## config.mk

```make
export PLATFORM = sky130hd
export DESIGN_NAME = hazard_fwd_ctrl
export DESIGN_NICKNAME = d
export VERILOG_FILES = /design/src/rtl/misc_v_pkg.sv /design/src/rtl/hazard_fwd_ctrl_fwd_select.sv /design/src/rtl/hazard_fwd_ctrl.sv
export SDC_FILE = /design/constraint.sdc
export NUM_CORES = 1
export LEC_CHECK = 0
export BUFFER_PORTS_ARGS = -buffer_cell sky130_fd_sc_hd__buf_4
export CORE_MARGIN = 4
export CORE_UTILIZATION = 30
export CTS_CLUSTER_SIZE = 16
export DETAILED_ROUTE_END_ITERATION = 12
export SYNTH_ARGS = -nofsm -noshare
export SYNTH_HDL_FRONTEND = slang
export SYNTH_SLANG_ARGS = --single-unit
```

## constraint.sdc

```tcl
create_clock -name clk -period 2.5 [get_ports clk]
set_input_delay 0.125 -clock clk [delete_from_list [all_inputs] [get_ports clk]]
set_output_delay 0.125 -clock clk [all_outputs]
set_load 0.05 [all_outputs]
```

## src/rtl/misc_v_pkg.sv

```systemverilog
// Shared types and encodings for the MISC-V hazard and forwarding controller.
package misc_v_pkg;

    localparam int RID_W = 16;

    localparam logic [1:0] FWD_MEM = 2'b00;
    localparam logic [1:0] FWD_WB  = 2'b01;
    localparam logic [1:0] FWD_REG = 2'b10;

    localparam logic FWD3_WB  = 1'b0;
    localparam logic FWD3_REG = 1'b1;

    typedef enum logic [1:0] {
        RUN,
        HZ_STALL,
        MEM_WAIT
    } state_t;

    typedef struct packed {
        logic             valid;
        logic [RID_W-1:0] rd;
        logic             reg_write;
        logic             mem_read;
        logic             mem_access;
    } shadow_t;

    // Register 0 is hard-wired when zero_reg is set, so it never produces.
    function automatic logic writes(
        input shadow_t          e,
        input logic [RID_W-1:0] r,
        input bit               zero_reg
    );
        return e.valid && e.reg_write && (e.rd == r)
            && !(zero_reg && (r == '0));
    endfunction

endpackage

```

## src/rtl/hazard_fwd_ctrl_fwd_select.sv

```systemverilog
// Per-operand forwarding source selection against the EX and MEM shadows.
module fwd_select
    import misc_v_pkg::*;
#(
    parameter bit ZERO_REG = 1'b1
) (
    input  logic             used,
    input  logic [RID_W-1:0] rs,
    input  shadow_t          ex,
    input  shadow_t          mem,
    output logic [1:0]       sel
);

    logic unused_bits;
    assign unused_bits = ^{mem.mem_read, mem.mem_access, ex.mem_access};

    // A load in EX has no result yet; the stall logic covers that case.
    always_comb begin
        sel = FWD_REG;
        if (used && writes(ex, rs, ZERO_REG) && !ex.mem_read) begin
            sel = FWD_MEM;
        end else if (used && writes(mem, rs, ZERO_REG)) begin
            sel = FWD_WB;
        end
    end

endmodule

```

## src/rtl/hazard_fwd_ctrl.sv

```systemverilog
// Hazard detection, stall/bubble/freeze control and registered forward
// selects for the MISC-V pipeline.
module hazard_fwd_ctrl
    import misc_v_pkg::*;
#(
    parameter int REG_W    = 16,
    parameter bit ZERO_REG = 1'b1
) (
    input  logic             clk,
    input  logic             reset,
    input  logic [REG_W-1:0] id_rs1,
    input  logic [REG_W-1:0] id_rs2,
    input  logic [REG_W-1:0] id_rd,
    input  logic             id_use_rs1,
    input  logic             id_use_rs2,
    input  logic             id_reg_store,
    input  logic             id_reg_write,
    input  logic             id_mem_read,
    input  logic             id_mem_write,
    input  logic             flush,
    input  logic             mem_ready,
    output logic [1:0]       muxFwd1select,
    output logic [1:0]       muxFwd2select,
    output logic             muxFwd3select,
    output logic             stall,
    output logic             bubble,
    output logic             freeze
);

    shadow_t          ex_q, mem_q, wb_q, id_e;
    state_t           state_q;
    logic [RID_W-1:0] rs1, rs2, rd;
    logic [1:0]       sel1, sel2;
    logic             sel3;
    logic             load_hz, store_hz, hz;
    logic             unused_wb;

    assign rs1 = RID_W'(id_rs1);
    assign rs2 = RID_W'(id_rs2);
    assign rd  = RID_W'(id_rd);

    assign id_e = '{
        valid:      1'b1,
        rd:         rd,
        reg_write:  id_reg_write,
        mem_read:   id_mem_read,
        mem_access: id_mem_read | id_mem_write
    };

    fwd_select #(.ZERO_REG(ZERO_REG)) u_fwd1 (
        .used (id_use_rs1),
        .rs   (rs1),
        .ex   (ex_q),
        .mem  (mem_q),
        .sel  (sel1)
    );

    fwd_select #(.ZERO_REG(ZERO_REG)) u_fwd2 (
        .used (id_use_rs2),
        .rs   (rs2),
        .ex   (ex_q),
        .mem  (mem_q),
        .sel  (sel2)
    );

    // Store data can only be taken from the WB bus, never from EX.
    assign sel3 = writes(mem_q, rd, ZERO_REG) ? FWD3_WB : FWD3_REG;

    assign load_hz = ex_q.mem_read
        && ((id_use_rs1 && writes(ex_q, rs1, ZERO_REG))
         || (id_use_rs2 && writes(ex_q, rs2, ZERO_REG)));
    assign store_hz = id_reg_store && writes(ex_q, rd, ZERO_REG);
    assign hz = (state_q != HZ_STALL) && (load_hz || store_hz);

    assign freeze = mem_q.valid && mem_q.mem_access && !mem_ready;
    assign stall  = !freeze && !flush && hz;
    assign bubble = !freeze && (flush || hz);

    assign unused_wb = ^wb_q;

    always_ff @(posedge clk) begin
        if (reset) begin
            state_q       <= RUN;
            ex_q          <= '0;
            mem_q         <= '0;
            wb_q          <= '0;
            muxFwd1select <= FWD_REG;
            muxFwd2select <= FWD_REG;
            muxFwd3select <= FWD3_REG;
        end else begin
            if (freeze) begin
                state_q <= MEM_WAIT;
            end else if (stall) begin
                state_q <= HZ_STALL;
            end else begin
                state_q <= RUN;
            end
            if (!freeze) begin
                wb_q  <= mem_q;
                mem_q <= ex_q;
                // A squashed slot must not inherit the ID operand selects.
                if (bubble) begin
                    ex_q          <= '0;
                    muxFwd1select <= FWD_REG;
                    muxFwd2select <= FWD_REG;
                    muxFwd3select <= FWD3_REG;
                end else begin
                    ex_q          <= id_e;
                    muxFwd1select <= sel1;
                    muxFwd2select <= sel2;
                    muxFwd3select <= sel3;
                end
            end
        end
    end

endmodule

```

==> results.yml, run 1 <==
run_status:
  outcome: "finished clean"
clocking:
  root_buffer: "clkbuf_16"
  clock-sinks: 46
  clk_transition_reported_paths_ns: 0.07
  cts_tree: "done"
  cts_inserted_buffers: 5
  clockBufferDepth: 2
  cts_setup_buffers: 0
  clk_latency_ns: 0.29
  cts_hold_buf: 0
  cts_resized: 1
  h-tree-depth: 2
min_path:
  hold_path.class: "primary input to register"
  hold_depth: 3
synth:
  yosys_warnings: 0
  synthesis.area_sq_mm: 0.00344
  syn_inst: 436
  synth_fp_nets: 494
  ys_types: 42
  syn_area_per_cell_sq_um: 7.89
  synth.ff_latch_count: 46
  synth_seq_area_share: 0.268
critical_path:
  rrSetupSlack_ns: 0.38
  cp.arrival_ns: 2.31
  crit_path_end_kind: "primary output"
  path_delay_family: "simple AND/OR/NAND/NOR gates"
  cp.required_ns: 2.38
  max_stage_delay_ns: 0.54
  rr_worst_depth: 6
  path_buf_inv: 1
  crit_type: "register to primary output"
  cp_cell_sequence: "xnor2_1 > nand4_1 > nor3_2 > nand3_1 > and3_4 > o31ai_2 > buf_4"
  cp_slowest_cell: "dfxtp_1"
  crit_path_max_fanout: 7
  path_depth: 7
  critPathLaunchType: "register"
final_layout:
  diodes: 0
  final_area_sq_mm: 0.00420
  layout_commonest_cell: "buf_4"
  layout_common_cells: "81 x buf_4, 61 x xor2_1, 58 x nand2_1, 41 x dfxtp_1, 35 x xnor2_1"
  final_cells: 622
  finalNetCount: 539
  area_growth_pct: 22.0
  drive_above_1_share: 0.218
sta:
  fin_crit_sh: 0.973
  grt_setup_unrepaired: "no"
  slew-limit-headroom: 0.673
  worst_slew_pin_slew_ns: 0.478
  fin_crit_ns: 2.43
  finalClockSkew_ns: 0.00396
  hold_viol: 0
  drv_slew: 0
  holdWs_ns: 0.0772
  final-setup-viol-count: 0
  fin_setup_tns_ns: 0
  clock.fmax_ghz: 0.411
detailed_routing:
  ant_nets: 0
  wl_per_cell_um: 21.8
  first_pass_iters: 5
  drt_iter0_drc: 261
  routed_via_density: 5.88
  wl_um: 13600
  drc_errors: 0
  dr_total_vias: 3658
global_route:
  grt_pass1_vias: 3494
  grt_first_pass_wirelength_um: 20300
  antenna_found_initial: 0
  grt_max_degree: 41
  overflow: 0
  grt_usage: 0.202
placed_design:
  io_buffer_count: 65
  dp_hpwl_um: 10300
  dp_cells: 614
  placed_area_sq_mm: 0.00404
  gp_congestion: 0.946
run:
  cap_violations: 0
power_and_ir_drop:
  power_frac_comb: 0.218
  switching_share: 0.310
  clkPwrFrac: 0.348
  p_leak_nw: 1.65
  power.switching_uw: 606
  power_frac_seq: 0.435
  peakVddDrop_uv: 262
  powerDensity_mw_per_mm2: 465
  p_int_mw: 1.35
  total_power_mw: 1.95
floorplanning:
  pin_count: 66
  core-area_sq_mm: 0.0110
  num_rows: 38
  initial_core_util: 0.312
  die_w_um: 115
  die_area_sq_mm: 0.0132
  die_h_um: 115
[cell families (layout without fill, tap and decap cells)]
group	Yosys count	after routing	synth area share
DFF	46	46	0.268
AOI/OAI and AO/OA	58	58	0.126
xor gates and xnor gates	96	96	0.244
buffers and inverters	48	94	0.0647
and+or+nand+nor	188	188	0.297
[routing by layer]
| layer | vias up | global-route usage | share of wire |
|---|---|---|---|
| met5 | - | 0 | 0 |
| met4 | 0 | 0.0736 | 0.032 |
| met3 | 36 | 0.0384 | 0.097 |
| met2 | 182 | 0.320 | 0.45 |
| met1 | 1776 | 0.273 | 0.42 |
| li1 | 1664 | - | - |
[power by group through the flow]
stage                     sequential, mW  combinational, mW  clock (mW)
final                              0.848              0.425       0.678
after global routing               0.852              0.458       0.716
after CTS                          0.845              0.421       0.688
after detailed placement           0.862              0.418           0
after global placement             0.861              0.419           0
after floorplan                    0.812              0.262           0
[area by class of cell]
type                    count  area (sq um)
multi-input cells         342          2320
inverters                   5          18.8
repair buffers             81           608
fillers                  1191          6830
clock inverters             3          21.3
clock buffers               5           125
flip-flops and latches     46           927
well taps                 140           175
[per-stage QoR]
stage | worst slack [ns] | utilization
6_report | 0.0664 | 0.381
5_1_grt | 0.000391 | 0.381
4_1_cts | 0.0133 | 0.380
3_5_place_dp | 0.330 | 0.366
3_3_place_gp | 0.325 | 0.366
2_1_floorplan | -0.0292 | -
[sequential cells by signal, summed over array words and instances (netlist names)]
signal and count:
ex_q 20, mem_q 19, muxFwd1select 2, muxFwd2select 2
state_q 2, muxFwd3select 1
[Yosys cell counts (all sizes together)]
| cell | n | share of area |
|---|---|---|
| xor2 | 61 | 0.16 |
| nand2 | 58 | 0.063 |
| dfxtp | 46 | 0.27 |
| xnor2 | 35 | 0.089 |
| nand4 | 32 | 0.063 |
| clkbuf | 28 | 0.031 |
| nor4 | 28 | 0.051 |
| nand3 | 24 | 0.035 |
| a21oi | 19 | 0.028 |
| a32oi | 19 | 0.054 |
| nor3b | 18 | 0.039 |
| buf | 15 | 0.029 |
| nor3 | 9 | 0.013 |
| nor2 | 8 | 0.0087 |
| inv | 5 | 0.0055 |
| o21ai | 4 | 0.0058 |
| a2111oi | 2 | 0.0051 |
| a211oi | 2 | 0.0044 |
| a22oi | 2 | 0.0044 |
| a41oi | 2 | 0.0051 |
| and2 | 2 | 0.0036 |
| and4 | 2 | 0.0055 |
| or3 | 2 | 0.0036 |
| a221o | 1 | 0.0029 |
| a2bb2o | 1 | 0.0029 |
| a2bb2oi | 1 | 0.0025 |
| and3 | 1 | 0.0033 |
| nand2b | 1 | 0.0018 |
| nand4b | 1 | 0.0025 |
| nor2b | 1 | 0.0018 |
| o2111ai | 1 | 0.0025 |
| o22ai | 1 | 0.0018 |
| o2bb2ai | 1 | 0.0025 |
| o31ai | 1 | 0.0022 |
| o32ai | 1 | 0.0025 |
| or2 | 1 | 0.0018 |
[tightest hold or removal path, cell delays in order]
cell	delay (ns)
buf_4	0.09
nand4_1	0.06
nand3_1	0.06
[worst paths after layout]
kind	startpoint	endpoint
max	ex_q[5]	bubble
min	id_reg_write	ex_q[2]
max reg2reg	mem_q[14]	muxFwd2select[0]
min reg2reg	ex_q[0]	ex_q[0]
(Power assumes the default switching activity.)
==> run 2, diff against run 1 <==
--- a/config.mk
+++ b/config.mk
@@ -8,6 +8,7 @@
 export BUFFER_PORTS_ARGS = -buffer_cell sky130_fd_sc_hd__buf_4
 export CORE_MARGIN = 4
 export CORE_UTILIZATION = 30
+export CTS_BUF_LIST = sky130_fd_sc_hd__clkbuf_8
 export CTS_CLUSTER_SIZE = 16
 export DETAILED_ROUTE_END_ITERATION = 12
 export SYNTH_ARGS = -nofsm -noshare
==> results.yml, run 2 (synthesis gave the netlist of run 1 again) <==
critical_path:
  cp.arrival_ns: 2.29
  r2r-end: "muxFwd2select[0]"
  rrSetupSlack_ns: 0.38
  cp.required_ns: 2.38
  cp_cell_sequence: "xnor2_1 > nand3_1 > nor3_2 > nand3_1 > and3_4 > o31ai_2 > buf_6"
  path_buf_inv: 1
  path_depth: 7
  r2r-start: "mem_q[14]"
  crit_path_end_kind: "primary output"
  crit_path_max_fanout: 7
  path_delay_family: "simple AND/OR/NAND/NOR gates"
  critPathLaunchType: "register"
  rr_worst_depth: 6
  max_stage_delay_ns: 0.50
  crit_type: "register to primary output"
  cp_slowest_cell: "dfxtp_1"
  crit_top_cell: "nand3_1"
floorplanning:
  pin_count: 66
  num_rows: 38
  initial_core_util: 0.312
  die_w_um: 115
  die_area_sq_mm: 0.0132
  die_h_um: 115
  core-area_sq_mm: 0.0110
final_layout:
  diodes: 0
  layout_common_cells: "80 x buf_4, 61 x xor2_1, 58 x nand2_1, 38 x dfxtp_1, 35 x xnor2_1"
  area_growth_pct: 20.8
  finalNetCount: 539
  fillers: 1191
  top_register: "ex_q"
  largest_reg_flops: 20
  drive_above_1_share: 0.226
  layout_commonest_cell: "buf_4"
  multi_input_area_sq_mm: 0.00233
  seq_area_sq_um: 931
  biggestRegsByFlops: "ex_q x20, mem_q x19"
sta:
  clock.fmax_ghz: 0.414
  finalClockSkew_ns: 0.00584
  fin_crit_ns: 2.42
  hold_viol: 0
  slew-limit-headroom: 0.669
  holdWs_ns: 0.0644
  grt_setup_unrepaired: "no"
  final-setup-viol-count: 0
  drv_slew: 0
  worst_slew_pin_slew_ns: 0.485
  fin_ws_ns: 0.0845
  fin_crit_sh: 0.966
detailed_routing:
  wl_per_cell_um: 21.8
  drc_errors: 0
  first_pass_iters: 6
  dr_total_vias: 3659
  wl_um: 13600
  routed_via_density: 5.88
  ant_nets: 0
  drt_iter0_drc: 299
placed_design:
  pre_cts_ws_ns: 0.330
  gp_congestion: 0.946
  io_buffer_count: 65
  dp_hpwl_um: 10300
run_status:
  outcome: "finished clean"
global_route:
  grt_first_pass_wirelength_um: 20300
  overflow: 0
  grt_pass1_vias: 3486
  grt_usage: 0.201
  grt_max_degree: 41
  antenna_found_initial: 0
power_and_ir_drop:
  p_int_mw: 1.17
  power_frac_comb: 0.244
  power_frac_seq: 0.482
  peakVddDrop_uv: 243
  switching_share: 0.333
  power.switching_uw: 586
  clkPwrFrac: 0.274
  p_leak_nw: 1.63
  powerDensity_mw_per_mm2: 423
run:
  cap_violations: 0
clocking:
  clockBufferDepth: 2
  cts_inserted_buffers: 5
  clk_latency_ns: 0.31
  clock-sinks: 46
  root_buffer: "clkbuf_8"
  h-tree-depth: 2
  cts_tree: "done"
  clk_transition_reported_paths_ns: 0.09
  cts_hold_buf: 0
min_path:
  hold_path.class: "primary input to register"
  hold_depth: 3
  hold_end: "ex_q[2]"
  min-delay-start: "id_reg_write"
run 2: cell counts in the layout (fill, tap and decap cells not counted):
Identical to the previous run, type by type.
run 2: how the worst max path moves through the flow:
| stage | startpoint | slack [ns] | to |
|---|---|---|---|
| finish | ex_q[16] | 0.08 | bubble |
| global route | ex_q[7] | 0.002 | bubble |
| CTS | ex_q[6] | 0.02 | bubble |
| detailed placement | ex_q[5] | 0.33 | bubble |
| global placement | ex_q[5] | 0.33 | bubble |
| floorplan | ex_q[5] | -0.03 | stall |
run 2: metal layers:
layer  up-vias  track usage  share of wire
met5         -            0              0
met4         0       0.0665          0.029
met3        32       0.0384           0.10
met2       223        0.319           0.45
met1      1741        0.273           0.42
li1       1663            -              -
run 2: power groups by stage:
stage,Sequential [mW],Clock [mW],Combinational [mW]
floorplan,0.812,0,0.262
global placement,0.861,0,0.419
detailed placement,0.862,0,0.418
CTS,0.845,0.488,0.421
global route,0.853,0.518,0.461
finish,0.848,0.483,0.429
run 2: worst reg2reg max path: cells and delay by family, from the launching register on:
family | cells | cell delay [ns]
xor gates and xnor gates | 1 | 0.12
DFF | 1 | 0.54
AOI/OAI and AO/OA | 1 | 0.50
and+or+nand+nor | 4 | 0.90
run 2: repair_timing:
action | in CTS | in global routing
setup buffers | 0 | 0
setup endpoints to repair | 1 | 2
gates resized for setup | 3 | 12
run 2: final cells by class:
class / instances / area share
clock buffers: 5 / 0.0166
clock inverters: 3 / 0.00512
multi-input cells: 342 / 0.561
flip-flops and latches: 46 / 0.224
inverters: 5 / 0.00452
repair buffers: 81 / 0.147
well taps: 140 / 0.0421
run 2: per-stage QoR:
step           power [mW]  cells  area [sq um]  setup TNS [ns]  utilization
6_report             1.76    622          4160               0        0.377
2_1_floorplan        1.07    436          3450         -0.0292            -
5_1_grt              1.83    622          4160               0        0.377
3_5_place_dp         1.28    614          4040               0        0.366
3_3_place_gp         1.28    614          4040               0        0.366
4_1_cts              1.75    622          4130               0        0.375
==> run 3, diff against run 2 <==
--- a/config.mk
+++ b/config.mk
@@ -8,9 +8,9 @@
 export BUFFER_PORTS_ARGS = -buffer_cell sky130_fd_sc_hd__buf_4
 export CORE_MARGIN = 4
 export CORE_UTILIZATION = 30
-export CTS_BUF_LIST = sky130_fd_sc_hd__clkbuf_8
 export CTS_CLUSTER_SIZE = 16
 export DETAILED_ROUTE_END_ITERATION = 12
 export SYNTH_ARGS = -nofsm -noshare
 export SYNTH_HDL_FRONTEND = slang
+export SYNTH_HIERARCHICAL = 1
 export SYNTH_SLANG_ARGS = --single-unit
==> results.yml, run 3 <==
run_status:
  outcome: "finished clean"
clocking:
  cts_hold_buf: 0
  cts_tree: "done"
  clock-sinks: 46
  cts_inserted_buffers: 5
  h-tree-depth: 2
  clockBufferDepth: 2
  clk_transition_reported_paths_ns: 0.08
  clk_latency_ns: 0.29
  root_buffer: "clkbuf_8"
final_layout:
  fin_util: 0.393
  final_area_sq_mm: 0.00411
  largest_reg_flops: 20
  drive_above_1_share: 0.248
  layout_common_cells: "87 x buf_4, 83 x xnor2_1, 45 x xor2_1, 43 x nand2_1, 43 x dfxtp_1"
  diodes: 0
  area_growth_pct: 25.9
  finalNetCount: 514
  layout_commonest_cell: "buf_4"
  top_register: "ex_q"
  biggestRegsByFlops: "ex_q x20, mem_q x19"
power_and_ir_drop:
  switching_share: 0.299
  peakVddDrop_uv: 209
  clkPwrFrac: 0.261
  power_frac_seq: 0.484
  p_int_mw: 1.15
  power_frac_comb: 0.255
  powerDensity_mw_per_mm2: 398
  power.switching_uw: 489
  p_leak_nw: 1.55
detailed_routing:
  wl_per_cell_um: 20.0
  drc_errors: 0
  ant_nets: 0
  routed_via_density: 5.45
  drt_iter0_drc: 445
  dr_total_vias: 3224
  first_pass_iters: 5
  wl_um: 11800
sta:
  grt_setup_unrepaired: "no"
  fin_crit_ns: 2.39
  slew-limit-headroom: 0.374
  final-setup-viol-count: 0
  hold_viol: 0
  drv_slew: 0
  holdWs_ns: 0.0462
  clock.fmax_ghz: 0.418
  fin_setup_tns_ns: 0
  finalClockSkew_ns: 0.00676
  fin_crit_sh: 0.956
  fin_ws_ns: 0.109
  worst_slew_pin_slew_ns: 0.933
synth:
  yosys_warnings: 6
  syn_inst: 387
  syn_area_per_cell_sq_um: 8.44
  synthesis.area_sq_mm: 0.00327
  synth_fp_nets: 445
run:
  cap_violations: 0
global_route:
  grtUsageMet3: 0.0270
  overflow: 0
  grt.busiest_layer: "met2"
  met2_usage: 0.296
  grt_max_degree: 25
  antenna_found_initial: 0
  grt_pass1_vias: 3211
  grt_first_pass_wirelength_um: 18400
  grt_usage: 0.183
  grt_util_met1: 0.258
critical_path:
  cp.required_ns: 2.38
  crit_path_end_kind: "primary output"
  crit_type: "register to primary output"
  cp_slowest_cell: "or4_4"
  crit_path_max_fanout: 3
  cp_cell_sequence: "nand2b_4 > nand4_1 > or4_4 > nor4_4 > buf_4 > nor2_4 > a21oi_2 > buf_6"
  critPathLaunchType: "register"
  max_stage_delay_ns: 0.59
  cp.arrival_ns: 2.27
floorplanning:
  die_area_sq_mm: 0.0126
  pin_count: 66
  die_w_um: 112
  die_h_um: 112
  num_rows: 37
  initial_core_util: 0.312
  core-area_sq_mm: 0.0105
placed_design:
  gp_congestion: 0.966
  io_buffer_count: 65
  pre_cts_ws_ns: 0.0725
  placed_area_sq_mm: 0.00400
  dp_hpwl_um: 9430
min_path:
  hold_path.class: "primary input to register"
==> run 3: through the flow <==
step / instances / power [mW]
6_report: 592 / 1.64
5_1_grt: 592 / 1.71
4_1_cts: 591 / 1.64
3_5_place_dp: 584 / 1.22
3_3_place_gp: 584 / 1.22
2_1_floorplan: 387 / 1.01
==> run 3: final cells by class <==
type | instances | area (sq um)
fillers | 1086 | 6350
multi-input cells | 309 | 2230
flip-flops and latches | 46 | 925
repair buffers | 90 | 696
well taps | 136 | 170
clock buffers | 5 | 68.8
inverters | 4 | 15.0
clock inverters | 2 | 10.0
==> run 3: path summary, 6_finish.rpt <==
check                                       from                to  slack, ns  cells past startpoint
worst min-delay path                id_reg_write           ex_q[2]       0.05                      2
worst max register to register           ex_q[6]           ex_q[6]       0.11                      7
worst min register to register  muxFwd2select[0]  muxFwd2select[0]       0.49                      1
worst max-delay path                  state_q[1]            bubble       0.11                      8
==> run 3: critical path: cells and delay by family, from the launching register on <==
family	cells	cell delay (ns)
simple gates	5	1.18
compound gates	1	0.13
buf+inv	2	0.35
flops	1	0.31
==> run 3: layer usage <==
layer,wire (um),vias to the layer above
met5,0,-
met4,289,0
met3,705,29
met2,5360,159
met1,5480,1544
li1,-,1492
==> run 3: power by group through the flow <==
stage / combinational (mW) / clock [mW] / sequential, mW
4_1_cts: 0.412 / 0.433 / 0.791
2_1_floorplan: 0.217 / 0 / 0.793
3_5_place_dp: 0.410 / 0 / 0.809
3_3_place_gp: 0.408 / 0 / 0.808
6_report: 0.418 / 0.428 / 0.792
5_1_grt: 0.447 / 0.469 / 0.796
==> run 3: what timing repair did <==
action | 4_1_cts | 5_1_grt
setup buffers | 0 | 1
pin swaps | 2 | 4
setup endpoints to repair | 2 | 2
gates resized for setup | 1 | 7
